--- config.mk ---
export PLATFORM = sky130hd
export DESIGN_NAME = if_fetch_ctrl
export DESIGN_NICKNAME = d
export VERILOG_FILES = /design/src/rtl/if_pkg.sv /design/src/rtl/if_timeout_ctr.sv /design/src/rtl/if_fetch_ctrl.sv
export SDC_FILE = /design/constraint.sdc
export NUM_CORES = 1
export LEC_CHECK = 0
export CAP_MARGIN = 20
export CORE_ASPECT_RATIO = 0.7
export CORE_MARGIN = 2
export CORE_UTILIZATION = 40
export CTS_CLUSTER_DIAMETER = 80
export DETAILED_ROUTE_END_ITERATION = 12
export PLACE_DENSITY = 0.72
export RECOVER_POWER = 100
export SLEW_MARGIN = 10
export SYNTH_ARGS = -nofsm -noshare
export SYNTH_HDL_FRONTEND = slang
export SYNTH_SLANG_ARGS = --single-unit
--- constraint.sdc ---
create_clock -name clock -period 3.4 [get_ports clock]
set_input_delay 0.68 -clock clock [delete_from_list [all_inputs] [get_ports clock]]
set_output_delay 0.68 -clock clock [all_outputs]
set_load 0.1 [all_outputs]
--- src/rtl/if_pkg.sv ---
// Shared types and constants for the instruction-fetch sequencer.
`default_nettype none

package if_pkg;

  localparam int ADDR_W  = 16;
  localparam int INSTR_W = 16;

  localparam logic [ADDR_W-1:0] IF_RESET_PC = 16'h0000;

  typedef enum logic [2:0] {
    ST_IDLE  = 3'd0,
    ST_FETCH = 3'd1,
    ST_HOLD  = 3'd2,
    ST_DRAIN = 3'd3,
    ST_ERROR = 3'd4
  } if_state_e;

endpackage

`default_nettype wire

--- src/rtl/if_timeout_ctr.sv ---
// Counts request cycles without acknowledge; flags the edge on which TIMEOUT is reached.
`default_nettype none

module if_timeout_ctr #(
  parameter int TIMEOUT = 15
) (
  input  logic clock,
  input  logic reset_n,
  input  logic clr,
  input  logic en,
  output logic expired
);

  localparam int            CW   = $clog2(TIMEOUT + 1);
  localparam logic [CW-1:0] LAST = CW'(TIMEOUT - 1);

  logic [CW-1:0] count;

  always_ff @(posedge clock or negedge reset_n) begin
    if (!reset_n) begin
      count <= '0;
    end else if (clr) begin
      count <= '0;
    end else if (en) begin
      count <= count + CW'(1);
    end
  end

  // High on the edge whose increment would bring the count to TIMEOUT.
  assign expired = en && (count == LAST);

endmodule

`default_nettype wire

--- src/rtl/if_fetch_ctrl.sv ---
// Instruction-fetch sequencer: PC ownership, imem handshake and one-entry IF/ID output register.
`default_nettype none

module if_fetch_ctrl
  import if_pkg::*;
#(
  parameter logic [ADDR_W-1:0] RESET_PC = IF_RESET_PC,
  parameter logic [ADDR_W-1:0] PC_INC   = 16'd1,
  parameter int                TIMEOUT  = 15
) (
  input  logic               clock,
  input  logic               reset_n,
  input  logic               pc_write,
  input  logic               branch_taken,
  input  logic [ADDR_W-1:0]  branch_target,
  output logic               imem_req,
  output logic [ADDR_W-1:0]  imem_addr,
  input  logic               imem_ack,
  input  logic [INSTR_W-1:0] imem_rdata,
  output logic               instr_valid,
  output logic [INSTR_W-1:0] instr_out,
  output logic [ADDR_W-1:0]  instr_pc,
  input  logic               id_ready,
  output logic [ADDR_W-1:0]  pc_out,
  output logic               fetch_err
);

  if_state_e           state, state_nx;
  logic [ADDR_W-1:0]   pc, pc_nx, req_addr;
  logic                req_active, ack_seen, capture, valid_nx;
  logic                tmo_clr, tmo_en, tmo_expired;

  assign req_active = (state == ST_FETCH) || (state == ST_DRAIN);
  assign ack_seen   = req_active && imem_ack;
  assign capture    = (state == ST_FETCH) && imem_ack && !branch_taken;

  always_comb begin
    valid_nx = instr_valid;
    if (state != ST_ERROR) begin
      if (branch_taken) begin
        valid_nx = 1'b0;
      end else if (capture) begin
        valid_nx = 1'b1;
      end else if (instr_valid && id_ready) begin
        valid_nx = 1'b0;
      end
    end
  end

  always_comb begin
    state_nx = state;
    pc_nx    = pc;
    unique case (state)
      ST_IDLE, ST_HOLD: begin
        if (pc_write && !valid_nx) begin
          state_nx = ST_FETCH;
        end else begin
          state_nx = ST_HOLD;
        end
      end
      ST_FETCH: begin
        if (imem_ack) begin
          state_nx = ST_HOLD;
        end else if (branch_taken) begin
          state_nx = ST_DRAIN;
        end else if (tmo_expired) begin
          state_nx = ST_ERROR;
        end
      end
      ST_DRAIN: begin
        if (imem_ack) begin
          state_nx = ST_HOLD;
        end else if (tmo_expired) begin
          state_nx = ST_ERROR;
        end
      end
      ST_ERROR: state_nx = ST_ERROR;
      default:  state_nx = ST_ERROR;
    endcase

    if (state != ST_ERROR) begin
      if (branch_taken) begin
        pc_nx = branch_target;
      end else if (capture) begin
        pc_nx = pc + PC_INC;
      end
    end
  end

  // Counter restarts on every ack and whenever a new request phase begins.
  assign tmo_en  = req_active && !imem_ack;
  assign tmo_clr = ack_seen ||
                   (((state_nx == ST_FETCH) || (state_nx == ST_DRAIN)) && (state_nx != state));

  if_timeout_ctr #(
    .TIMEOUT (TIMEOUT)
  ) u_timeout (
    .clock   (clock),
    .reset_n (reset_n),
    .clr     (tmo_clr),
    .en      (tmo_en),
    .expired (tmo_expired)
  );

  always_ff @(posedge clock or negedge reset_n) begin
    if (!reset_n) begin
      state       <= ST_IDLE;
      pc          <= RESET_PC;
      req_addr    <= RESET_PC;
      instr_valid <= 1'b0;
      instr_out   <= '0;
      instr_pc    <= '0;
      fetch_err   <= 1'b0;
    end else begin
      state       <= state_nx;
      pc          <= pc_nx;
      instr_valid <= valid_nx;
      // Keeps the address of the in-flight request once a redirect moves pc away.
      if (state == ST_FETCH) begin
        req_addr <= pc;
      end
      if (capture) begin
        instr_out <= imem_rdata;
        instr_pc  <= pc;
      end
      if (state_nx == ST_ERROR) begin
        fetch_err <= 1'b1;
      end
    end
  end

  assign imem_req  = req_active;
  assign imem_addr = (state == ST_DRAIN) ? req_addr : pc;
  assign pc_out    = pc;

endmodule

`default_nettype wire
# After elaboration in Yosys (flattened, before gate mapping)
# Cells that the tools add are included.
[totals]
regBits = 73
output_inout_bits = 67
romBits = 0
latchBits = 0
n_memories = 0
word_cells = 53
ramBits = 0
[classes]
n_bitwise = 0
reduce_logical = 19
shift = 0
mux = 15
n_eq_ne = 9
mul = 0
magnitude_cmp = 0
div_mod_pow = 0
add_sub_neg = 2
[op_table]
columns = ["cell", "n"]
rows = [
  ["2-to-1 mux 16 bit", 3],
  ["adder 16 x 1 -> 16 bit, second input constant", 1],
  ["2-to-1 mux 3 bit", 4],
  ["== test 3 x 2 -> 1 bit, second input constant", 3],
  ["case mux 3 bit (3 select lines)", 1],
  ["logical AND 1 bit", 8],
  ["2-to-1 mux 4 bit", 2],
  ["== test 3 x 1 -> 1 bit, second input constant", 2],
  ["adder 4 x 1 -> 4 bit, second input constant", 1],
  ["== test 4 bit, second input constant", 1],
  ["2-to-1 mux 1 bit", 4],
  ["nonzero test 2 bit", 2],
  ["== test 3 bit, second input constant", 1],
  ["zero test 1 bit", 3],
  ["zero test 3 bit", 1],
  ["logical OR 1 bit", 3],
  ["inequality test 3 bit", 1],
  ["inequality test 3 bit, second input constant", 1],
  ["2-to-1 mux 2 bit", 1],
  ["AND reduction 2 bit", 1],
  ["OR reduction 2 bit", 1],
]

# Longest topological paths before layout
[logic_depth]
word_depth = 15
ltp_mapped = 7

# Modules after synthesis
# Synthesis repeated with hierarchy kept, for this count alone.
[hier_totals]
hier_cells = 300
area_unflattened_um2 = 3726.1
[by_module_without_submodules]
columns = ["module", "n_inst", "area_each_um2", "seq_area_each_um2", "cells_per_inst"]
rows = [
  ["if_fetch_ctrl", 1, 3503.4, 1726.7, 280],
  ["if_timeout_ctr", 1, 222.7, 100.1, 20],
]

# Worst setup path before layout
# OpenSTA, ideal clock, no wires.
[synth_timing]
path_type = "reg-to-output"
startpoint = "register state[2]"
endpoint = "output imem_addr[10]"
path_buffers = 2
path_stages_with_launch = 7
arrival_time_ns = 2.406
setup_slack_ns = 0.314
path_cell_list = "dfrtp_1 nand2b_1 clkbuf_2 inv_1 nand2_1 buf_2 mux2_2"
[synth_via]
elab_chain_len = 2
[synth_lines]
columns = ["element", "line", "source"]
rows = [
  ["from (decl)", "if_fetch_ctrl.sv:28", "if_state_e state, state_nx;"],
  ["from (signal assigned)", "if_fetch_ctrl.sv:115", "state <= state_nx;"],
  ["== test 3 x 2 -> 1 bit", "if_fetch_ctrl.sv:133", "assign imem_addr = (state == ST_DRAIN) ? req_addr : pc;"],
  ["2-to-1 mux 16 bit", "if_fetch_ctrl.sv:133", ""],
  ["to (decl)", "if_fetch_ctrl.sv:17", "output logic [ADDR_W-1:0] imem_addr,"],
]
# No other way between the ends.

# Worst setup path in the final report
[layout_timing]
startpoint = "register state[2]"
endpoint = "output imem_addr[1]"
# The elaborated chain is that of the path after synthesis.

==> reports/qor.yml <==
outcome: "finished, violations left"
failed_checks: "max-capacitance violations, max-slew violations"
clkLatencyLatePin_ns: 0.33
drt_iter0_drc: 232
synth_edf_count: 0
critPathMaxFanout: 11
worstMarginPinSlew_ns: 1.80
yosysTopAreaCell: "dfrtp_1"
grt_max_degree: 74
gp_congestion: 0.831
antenna_found_initial: 0
synth_area_per_cell_sq_um: 11.7
n_antenna_cell: 0
dieArea_sq_mm: 0.00968
htreeDepth: 3
multi_input_area_sq_mm: 0.00159
cts_tree: "built"
tns_ns: 0
setup_violations: 0
drt-total-wl_mm: 8.93
finalHoldViolations: 0
drt_first_pass_iters: 4
clockRootBuffer: "clkbuf_16"
synth_cells: 304
post_cts_resized: 0
wl_per_cell_um: 16.9
ff_latch_area_sq_mm: 0.00183
netlist_area_sq_mm: 0.00356
finalCriticalPeriod_ns: 3.12
finalNetCount: 443
postCtsHoldBufs: 0
synth.top_cell.area_share_pct: 51.3
clock_sinks: 73
grt_setup_unrepaired: "false"
fillers: 775
postCtsSetupRepairBufs: 0
die_x_um: 117
cp.required_ns: 2.72
synthDistinctLibCells: 50
worst_clock_skew_ns: 0.00534
synthFlopType: "dfrtp_1"
end_kind: "primary output"
io_buffers: 104
worst_hold_slack_ns: 0.466
path_class: "reg -> out"
viasPerCell: 5.46
maxCapViolCount: 1
ant_nets: 0
slew_violations: 74
fp-row-count: 28
min_period_over_period_pct: 91.8
clock_path_buffers: 2
path_clk_slew_ns: 0.06
arrival_ns: 2.44
max_freq_mhz: 320
place_hpwl_mm: 6.15
grt_overflow: 0
synthTopCellsByArea: "dfrtp_1 51%, mux2_2 20%, nand3_1 2.4%"
syn2layout_area_growth_pct: 39.7
async_flop_share_pct: 100
first_global_vias: 2947
drcViolationCount: 0
synth_nets: 345
vias: 2875
post-route-util_pct: 58.1
cts_buffers: 9
worstSetupStartpointType: "flop"
drive_above_1_share_pct: 22.1
hp-class: "reg -> reg"
ys_warn_count: 0
max_slew_margin_pct: -20.1
grt_use_total_pct: 19.9
coreArea_sq_mm: 0.00855
ys_ff_latch: 73
pin_count: 105
ys_seq_area_share_pct: 51.3
initial_utilization_pct: 41.6
fp.dieH_um: 82.9
grt_pass1_wl_mm: 14.9
final timing paths:
kind	start	end	slack, ns	depth (start not counted)
worst min-delay path	fetch_err	fetch_err	0.47	1
max in group asynchronous	reset_n	req_addr[13]	1.49	1
worst max-delay path	state[2]	imem_addr[1]	0.28	6
worst max register to register	state[0]	pc_out[12]	0.58	5
min in group asynchronous	reset_n	instr_pc[2]	0.81	1
worst min register to register	fetch_err	fetch_err	0.47	1
synth_stat cells, types with 4 or more instances:
library cell	count
o21ai_0	10
nor3b_1	5
or4_1	4
mux2_2	63
a21oi_1	11
nor4_1	4
clkbuf_1	5
nand2_1	17
o22ai_1	4
nand3_1	17
dfrtp_1	73
buf_2	12
nand4_1	5
nor2_1	12
nor2b_1	4
worst max-delay path: stages (launching register included):
cell	delay, ns
dfrtp_1	0.51
nand2b_1	0.32
inv_1	0.11
nand2_1	0.30
buf_4	0.28
mux2_1	0.39
buf_12	0.18
placed cells by master (no fill, tap or decap), types with 4 or more instances in the layout:
cell type,netlist,final
a21oi_1,11,11
buf_12,0,16
buf_4,2,5
clkbuf_1,5,25
clkbuf_16,0,9
clkdlybuf4s50_1,0,35
dfrtp_1,73,73
dlygate4sd3_1,0,28
mux2_1,0,15
mux2_2,63,48
nand2_1,17,17
nand3_1,17,17
nand4_1,5,5
nor2_1,12,12
nor2b_1,4,4
nor3b_1,5,6
nor4_1,4,4
o21ai_0,10,10
o22ai_1,4,4
or4_1,4,4
layer usage:
| layer | share of wire [%] | global-route usage (%) | wire length [um] |
|---|---|---|---|
| met1 | 45 | 25.8 | 4060 |
| met2 | 44 | 29.4 | 3900 |
| met3 | 9.5 | 9.93 | 851 |
| met4 | 1.4 | 5.45 | 122 |
| met5 | 0 | 0 | 0 |
final cells by class:
class | instances | share of cell area, %
Sequential cell | 73 | 36.8
Multi-Input combinational cell | 204 | 31.9
Timing Repair Buffer | 110 | 21.9
Clock buffer | 10 | 4.81
Tap cell | 120 | 3.02
Clock inverter | 6 | 1.33
Inverter | 4 | 0.302
flip-flops by register name, indices dropped and copies added, names as in the netlist:
name and flops:
fetch_err 1, req_addr 16, instr_out 16, instr_valid 1, u_timeout.count 4, state 3
pc_out 16, instr_pc 16
cells by family after synthesis:
group	synth area share [%]
AOI/OAI and AO/OA	9.81
buffers and inverters	3.76
and+or+nand+nor	13.8
adders and majority gates	1.05
DFF	51.3
muxes	20.2
stage by stage:
stage          area, sq um  instances  setup slack [ns]
6_report              4970        527             0.278
5_1_grt               4970        527             0.165
4_1_cts               5080        527             0.293
3_5_place_dp          4770        511             0.527
3_3_place_gp          4770        511             0.607
2_1_floorplan         3560        304             0.314
Power is not shown: default switching activity piles up to over one toggle a cycle in this logic, so the estimate is an artifact.
